File: config.mk
export PLATFORM = sky130hd
export DESIGN_NAME = idma_wdata_burst_ctrl
export DESIGN_NICKNAME = d
export VERILOG_FILES = /design/src/rtl/idma_wdata_burst_ctrl_pkg.sv /design/src/rtl/idma_wdata_skid2.sv /design/src/rtl/idma_wdata_burst_ctrl.sv
export SDC_FILE = /design/constraint.sdc
export NUM_CORES = 1
export LEC_CHECK = 0
export CORE_AREA = 2 2 233 235
export DETAILED_ROUTE_END_ITERATION = 8
export DIE_AREA = 0 0 235 237
export DONT_BUFFER_PORTS = 1
export HOLD_SLACK_MARGIN = 0.05
export PLACE_DENSITY = 0.72
export SLEW_MARGIN = 20
export SYNTH_ARGS = -nofsm -noshare
export SYNTH_HDL_FRONTEND = slang
export SYNTH_SLANG_ARGS = --single-unit
File: constraint.sdc
create_clock -name clk -period 26.6 [get_ports clk]
set_input_delay 5.32 -clock clk [delete_from_list [all_inputs] [get_ports clk]]
set_output_delay 5.32 -clock clk [all_outputs]
set_load 0.01 [all_outputs]
File: src/rtl/idma_wdata_burst_ctrl_pkg.sv
// idma_wdata_burst_ctrl_pkg: shared state encoding and default widths for the W-data burst controller.
package idma_wdata_burst_ctrl_pkg;
    localparam int DEF_FIFO_WIDTH = 288;
    localparam int DEF_DATA_W     = 256;
    localparam int DEF_LEN_W      = 8;

    typedef enum logic {
        IDLE  = 1'b0,
        BURST = 1'b1
    } state_e;
endpackage

File: src/rtl/idma_wdata_skid2.sv
// idma_wdata_skid2: 2-entry FIFO-ordered output buffer; each entry carries a last-beat tag.
module idma_wdata_skid2
    import idma_wdata_burst_ctrl_pkg::*;
#(
    parameter int WIDTH = DEF_FIFO_WIDTH
) (
    input  logic             clk,
    input  logic             rst,
    input  logic             clr,
    input  logic             push,
    input  logic [WIDTH-1:0] push_data,
    input  logic             push_last,
    input  logic             pop,
    output logic [WIDTH-1:0] head_data,
    output logic             head_last,
    output logic             valid,
    output logic [1:0]       occ
);
    logic [WIDTH-1:0] data0, data1;
    logic             last0, last1;
    logic [1:0]       wr_idx;

    // a push lands behind whatever survives this cycle's pop
    assign wr_idx = occ - {1'b0, pop};

    always_ff @(posedge clk or posedge rst) begin
        if (rst) begin
            occ   <= '0;
            data0 <= '0;
            data1 <= '0;
            last0 <= 1'b0;
            last1 <= 1'b0;
        end else if (clr) begin
            occ   <= '0;
            last0 <= 1'b0;
            last1 <= 1'b0;
        end else begin
            occ <= occ + {1'b0, push} - {1'b0, pop};
            if (pop) begin
                data0 <= data1;
                last0 <= last1;
            end
            if (push && wr_idx == 2'd0) begin
                data0 <= push_data;
                last0 <= push_last;
            end
            if (push && wr_idx == 2'd1) begin
                data1 <= push_data;
                last1 <= push_last;
            end
        end
    end

    assign valid     = occ != 2'd0;
    assign head_data = data0;
    assign head_last = last0 && valid;

    assert property (@(posedge clk) disable iff (rst) !(push && !pop && occ == 2'd2));
endmodule

File: src/rtl/idma_wdata_burst_ctrl.sv
// idma_wdata_burst_ctrl: pops a command's worth of words from the data FIFO and streams them
// onto the AXI W channel through a 2-entry buffer, tagging the final beat with wlast.
module idma_wdata_burst_ctrl
    import idma_wdata_burst_ctrl_pkg::*;
#(
    parameter int FIFO_WIDTH = DEF_FIFO_WIDTH,
    parameter int DATA_W     = DEF_DATA_W,
    parameter int LEN_W      = DEF_LEN_W
) (
    input  logic                         clk,
    input  logic                         rst,
    input  logic                         soft_clr,
    input  logic                         cmd_valid,
    output logic                         cmd_ready,
    input  logic [LEN_W-1:0]             cmd_len,
    output logic                         fifo_pop,
    input  logic                         fifo_valid,
    input  logic [FIFO_WIDTH-1:0]        fifo_data,
    input  logic                         fifo_empty,
    output logic                         fifo_init,
    output logic                         wvalid,
    input  logic                         wready,
    output logic [DATA_W-1:0]            wdata,
    output logic [FIFO_WIDTH-DATA_W-1:0] wstrb,
    output logic                         wlast,
    output logic                         burst_done
);
    state_e                state, state_nxt;
    logic [LEN_W-1:0]      pop_cnt, send_cnt;
    logic                  pop_done, inflight, inflight_last;
    logic                  w_fire, capture;
    logic [1:0]            occ;
    logic [2:0]            load;
    logic [FIFO_WIDTH-1:0] head;

    assign w_fire = wvalid && wready;
    // words buffered or in flight after this cycle's drain; a new pop must keep it below 2
    assign load = {1'b0, occ} + {2'b0, inflight} - {2'b0, w_fire};
    // data from a pop issued before a flush is dropped, including the cycle right after it
    assign capture = fifo_valid && state == BURST && !soft_clr && !fifo_init;

    always_ff @(posedge clk or posedge rst) begin
        if (rst) state <= IDLE;
        else     state <= state_nxt;
    end

    always_comb begin
        state_nxt = soft_clr                 ? IDLE  :
                    (cmd_valid && cmd_ready) ? BURST :
                    (w_fire && wlast)        ? IDLE  : state;
    end

    always_comb begin
        cmd_ready  = state == IDLE && !soft_clr;
        fifo_pop   = state == BURST && !pop_done && !fifo_empty && !soft_clr && load < 3'd2;
        burst_done = w_fire && wlast && !soft_clr;
    end

    always_ff @(posedge clk or posedge rst) begin
        if (rst) begin
            pop_cnt       <= '0;
            send_cnt      <= '0;
            pop_done      <= 1'b0;
            inflight      <= 1'b0;
            inflight_last <= 1'b0;
            fifo_init     <= 1'b0;
        end else begin
            fifo_init     <= soft_clr;
            inflight      <= fifo_pop;
            inflight_last <= fifo_pop && pop_cnt == '0;
            if (soft_clr) begin
                pop_cnt  <= '0;
                send_cnt <= '0;
                pop_done <= 1'b0;
            end else if (cmd_valid && cmd_ready) begin
                pop_cnt  <= cmd_len;
                send_cnt <= cmd_len;
                pop_done <= 1'b0;
            end else begin
                if (fifo_pop && pop_cnt != '0) pop_cnt <= pop_cnt - 1'b1;
                if (fifo_pop && pop_cnt == '0) pop_done <= 1'b1;
                if (w_fire && send_cnt != '0) send_cnt <= send_cnt - 1'b1;
            end
        end
    end

    idma_wdata_skid2 #(.WIDTH(FIFO_WIDTH)) u_skid (
        .clk       (clk),
        .rst       (rst),
        .clr       (soft_clr),
        .push      (capture),
        .push_data (fifo_data),
        .push_last (inflight_last),
        .pop       (w_fire),
        .head_data (head),
        .head_last (wlast),
        .valid     (wvalid),
        .occ       (occ)
    );

    assign wdata = head[DATA_W-1:0];
    assign wstrb = head[FIFO_WIDTH-1:DATA_W];

    assert property (@(posedge clk) disable iff (rst) wvalid |-> (wlast == (send_cnt == '0)));
endmodule

==> impl_metrics.py <==
metrics = {
    "logic_synthesis": {
        "synth-adder-area-share_pct": 0.321,
        "yosysTopAreaCellShare_pct": 57.6,
        "ys_seq_elements": 593,
        "synth_top_family_by_area": "multiplexers",
        "synth-compound-area-share_pct": 0.520,
        "synth_cell_type_count": 36,
        "synthMuxAreaShare_pct": 37.8,
        "avgSynthCellArea_um2": 15.6,
        "synth-edff-count": 0,
        "synth_cells": 1652,
        "synth_xor_xnor_area_share_pct": 0.0680,
        "synth_nets": 1961,
        "yosys_most_used_dff": "dfrtp_1",
        "yosysWarnings": 0,
        "synth-seq-area-share_pct": 57.6,
        "yosys.area_share.simple_pct": 1.30,
        "yosys.area.top_type": "dfrtp_1",
        "syn_area_um2": 25700,
        "synth_area_leaders": "dfrtp_1, mux2_2, mux2_1",
        "ys_async_sr_fraction_pct": 100,
    },
    "worst_setup_path": {
        "timing_worst_setup_path_type": "primary input to output port",
        "worstPathRequired_ns": 21.28,
        "cp.depth": 9,
        "end_kind": "output port",
        "critPathCapture": "fifo_pop",
        "critical_path.startpoint": "wready",
        "cp-start-kind": "primary input",
        "cp_max_fo": 10,
        "r2r_cells": 11,
        "cp_top_family": "simple AND/OR/NAND/NOR gates",
        "slowest_delay_ns": 0.57,
        "reg2reg_from": "u_skid.occ[1]",
        "reg2reg_slack_ns": 21.64,
        "r2r_end": "u_skid.head_data[153]",
        "cp_num_buf_inv": 3,
        "crit_slowest_cell": "or4_4",
        "crit_arrival_ns": 7.46,
        "cp_cell_sequence": "nand2_1 > inv_1 > ha_1 > inv_1 > nand2_1 > fa_1 > xor2_1 > or4_4 > clkinv_1",
    },
    "placement": {
        "gp_congestion": 0.809,
        "dp_hpwl_mm": 39.9,
        "dp.cells": 2265,
        "place_ws_ns": 13.82,
        "io_buffer_count": 0,
    },
    "cts": {
        "cts_tree": "built",
        "path_clk_slew_ns": 0.06,
        "numCtsBuffers": 61,
        "clock_path_buffers": 3,
        "cts-htree-levels": 2,
        "hold_buffers": 0,
        "post_cts_buffers": 0,
        "clockRootBuffer": "clkbuf_16",
        "clock_latency_ns": 0.62,
        "cts_resized": 0,
        "cts_sinks": 593,
    },
    "sta": {
        "setup_viol": 0,
        "min_period_ns": 12.78,
        "worst_slew_pin_slew_ns": 1.15,
        "maxSlewViolCount": 0,
        "slew_headroom_pct": 23.2,
        "fin_crit_sh_pct": 48.1,
        "rsz0062_at_grt": "no",
        "finalHoldViolations": 0,
        "worst_slack_ns": 13.82,
        "fmax_mhz": 78.2,
        "fin_skew_ns": 0.0191,
        "fin_tns_setup_ns": 0,
    },
    "drt": {
        "num_vias": 13600,
        "first_pass_iters": 4,
        "wl_mm": 58.3,
        "wl_met2_mm": 28.5,
        "wl_met3_mm": 6.36,
        "drtIter0Drc": 532,
        "ant_nets": 0,
        "top_layer": "met4",
        "wl_per_cell_um": 24.5,
        "drc": 0,
        "vias_per_cell": 5.70,
        "drt-met1-wl_mm": 21.3,
    },
    "layout": {
        "final_cells": 2381,
        "drive_gt1_share_pct": 53.1,
        "nNetsFinal": 1942,
        "antenna-diode-count": 0,
        "syn_to_final_growth_pct": 10.3,
    },
    "grt": {
        "grtUsageTotal_pct": 20.6,
        "gr-total-overflow": 0,
        "grt_pass1_wl_mm": 90.0,
        "grt_pass1_vias": 14800,
        "antenna_found_initial": 0,
        "grt_max_degree": 166,
    },
    "job": {
        "cap_violations": 0,
    },
    "power": {
        "ir_drop_v": 0.0000756,
        "clkPwrFrac_pct": 34.7,
        "combPwrFrac_pct": 16.7,
        "p_int_uw": 1880,
        "switchingPower_uw": 678,
        "sw_frac_of_total_pct": 26.5,
        "power_frac_seq_pct": 48.6,
        "power_density_nw_per_um2": 90.2,
        "leakage_uw": 0.0143,
    },
    "min_path": {
        "hold_path_class": "flop to flop",
    },
    "floorplan": {
        "core_um2": 53300,
        "rows": 85,
        "die_h_um": 237,
        "start_util_pct": 48.3,
        "die_x_um": 235,
        "io_pins": 597,
        "die-area_um2": 55700,
    },
    "run_status": {
        "status": "finished clean",
    },
}
[cells in the mapped netlist, types with 3 or more instances]
cell,number
nor2_1,14
mux2_1,98
clkbuf_1,14
ha_1,5
buf_6,13
or4_1,3
nor4_1,5
a311oi_1,4
dfrtp_1,593
buf_2,72
nor3b_1,4
nand2b_1,3
nor3_1,6
inv_1,9
mux2_2,766
nand2_1,14
nor2b_1,3
[stage by stage]
step	hold WS (ns)	instance area, µm²	power, µW	util, %
finish	0.498	28400	2560	53.3
global route	0.509	28400	2690	53.3
CTS	0.501	28400	2590	53.2
detailed placement	0.487	26200	1690	49.2
global placement	0.481	26200	1660	49.2
floorplan	0.474	25700	1580	-
[final cells by class]
cell class / count / area (µm²)
clock inverters: 26 / 297
well taps: 696 / 871
flip-flops and latches: 593 / 14800
inverters: 10 / 45.0
multi-input cells: 950 / 10300
clock buffers: 89 / 1830
fillers: 4260 / 24900
repair buffers: 17 / 176
[layer usage]
metal	vias to the layer above	global-route usage, %
met2	443	33.8
met5	-	0
li1	5905	-
met1	7101	23.5
met4	0	7.67
met3	118	9.76
[worst register-to-register path: cells and delay by family (launching register included)]
family,cells,cell delay [ns]
buffers and inverters,4,2.01
and+or+nand+nor,3,1.21
DFF,1,0.44
muxes,2,0.79
adders and majority gates,2,0.39
[sequential cells by signal (all words and copies together) (netlist names)]
name and flops:
fifo_init 1, inflight 1, inflight_last 1, u_skid.last0 1
u_skid.occ 2, u_skid.head_data 288, state 1, pop_cnt 8
u_skid.last1 1, pop_done 1, u_skid.data1 288
[power by group through the flow]
stage / combinational, µW / clock, µW / sequential, µW
finish: 428 / 889 / 1240
global route: 472 / 948 / 1270
CTS: 435 / 911 / 1250
detailed placement: 433 / 0 / 1260
global placement: 413 / 0 / 1250
floorplan: 373 / 0 / 1210
[logic make-up (layout without fill, tap and decap cells)]
group,count (synthesis),count (layout)
muxes,865,865
xor gates and xnor gates,2,2
adders and majority gates,6,6
buffers and inverters,109,142
and+or+nand+nor,61,61
AOI/OAI and AO/OA,16,16
DFF,593,593
[worst min-delay path by stage]
stage | startpoint | end | slack [ns] | cells after the start
finish | u_skid.data1[161] | u_skid.data1[161] | 0.50 | 1
global route | u_skid.data1[161] | u_skid.data1[161] | 0.51 | 1
CTS | u_skid.data1[161] | u_skid.data1[161] | 0.50 | 1
detailed placement | u_skid.data1[161] | u_skid.data1[161] | 0.49 | 1
global placement | u_skid.data1[54] | u_skid.data1[54] | 0.48 | 1
floorplan | u_skid.data1[100] | u_skid.data1[100] | 0.47 | 1
[cell usage in the layout (no fill, tap or decap), types with 6 or more instances in the layout]
| cell | n |
|---|---|
| clkinv_2 | 15 |
| inv_1 | 8 |
| clkbuf_8 | 16 |
| bufinv_16 | 6 |
| clkbuf_1 | 10 |
| mux2_2 | 766 |
| buf_4 | 13 |
| nand2_1 | 13 |
| nor3_1 | 6 |
| clkbuf_16 | 63 |
| nor2_1 | 14 |
| mux2_1 | 98 |
| dfrtp_1 | 593 |
Note: power is estimated with default switching activity, not from simulation.
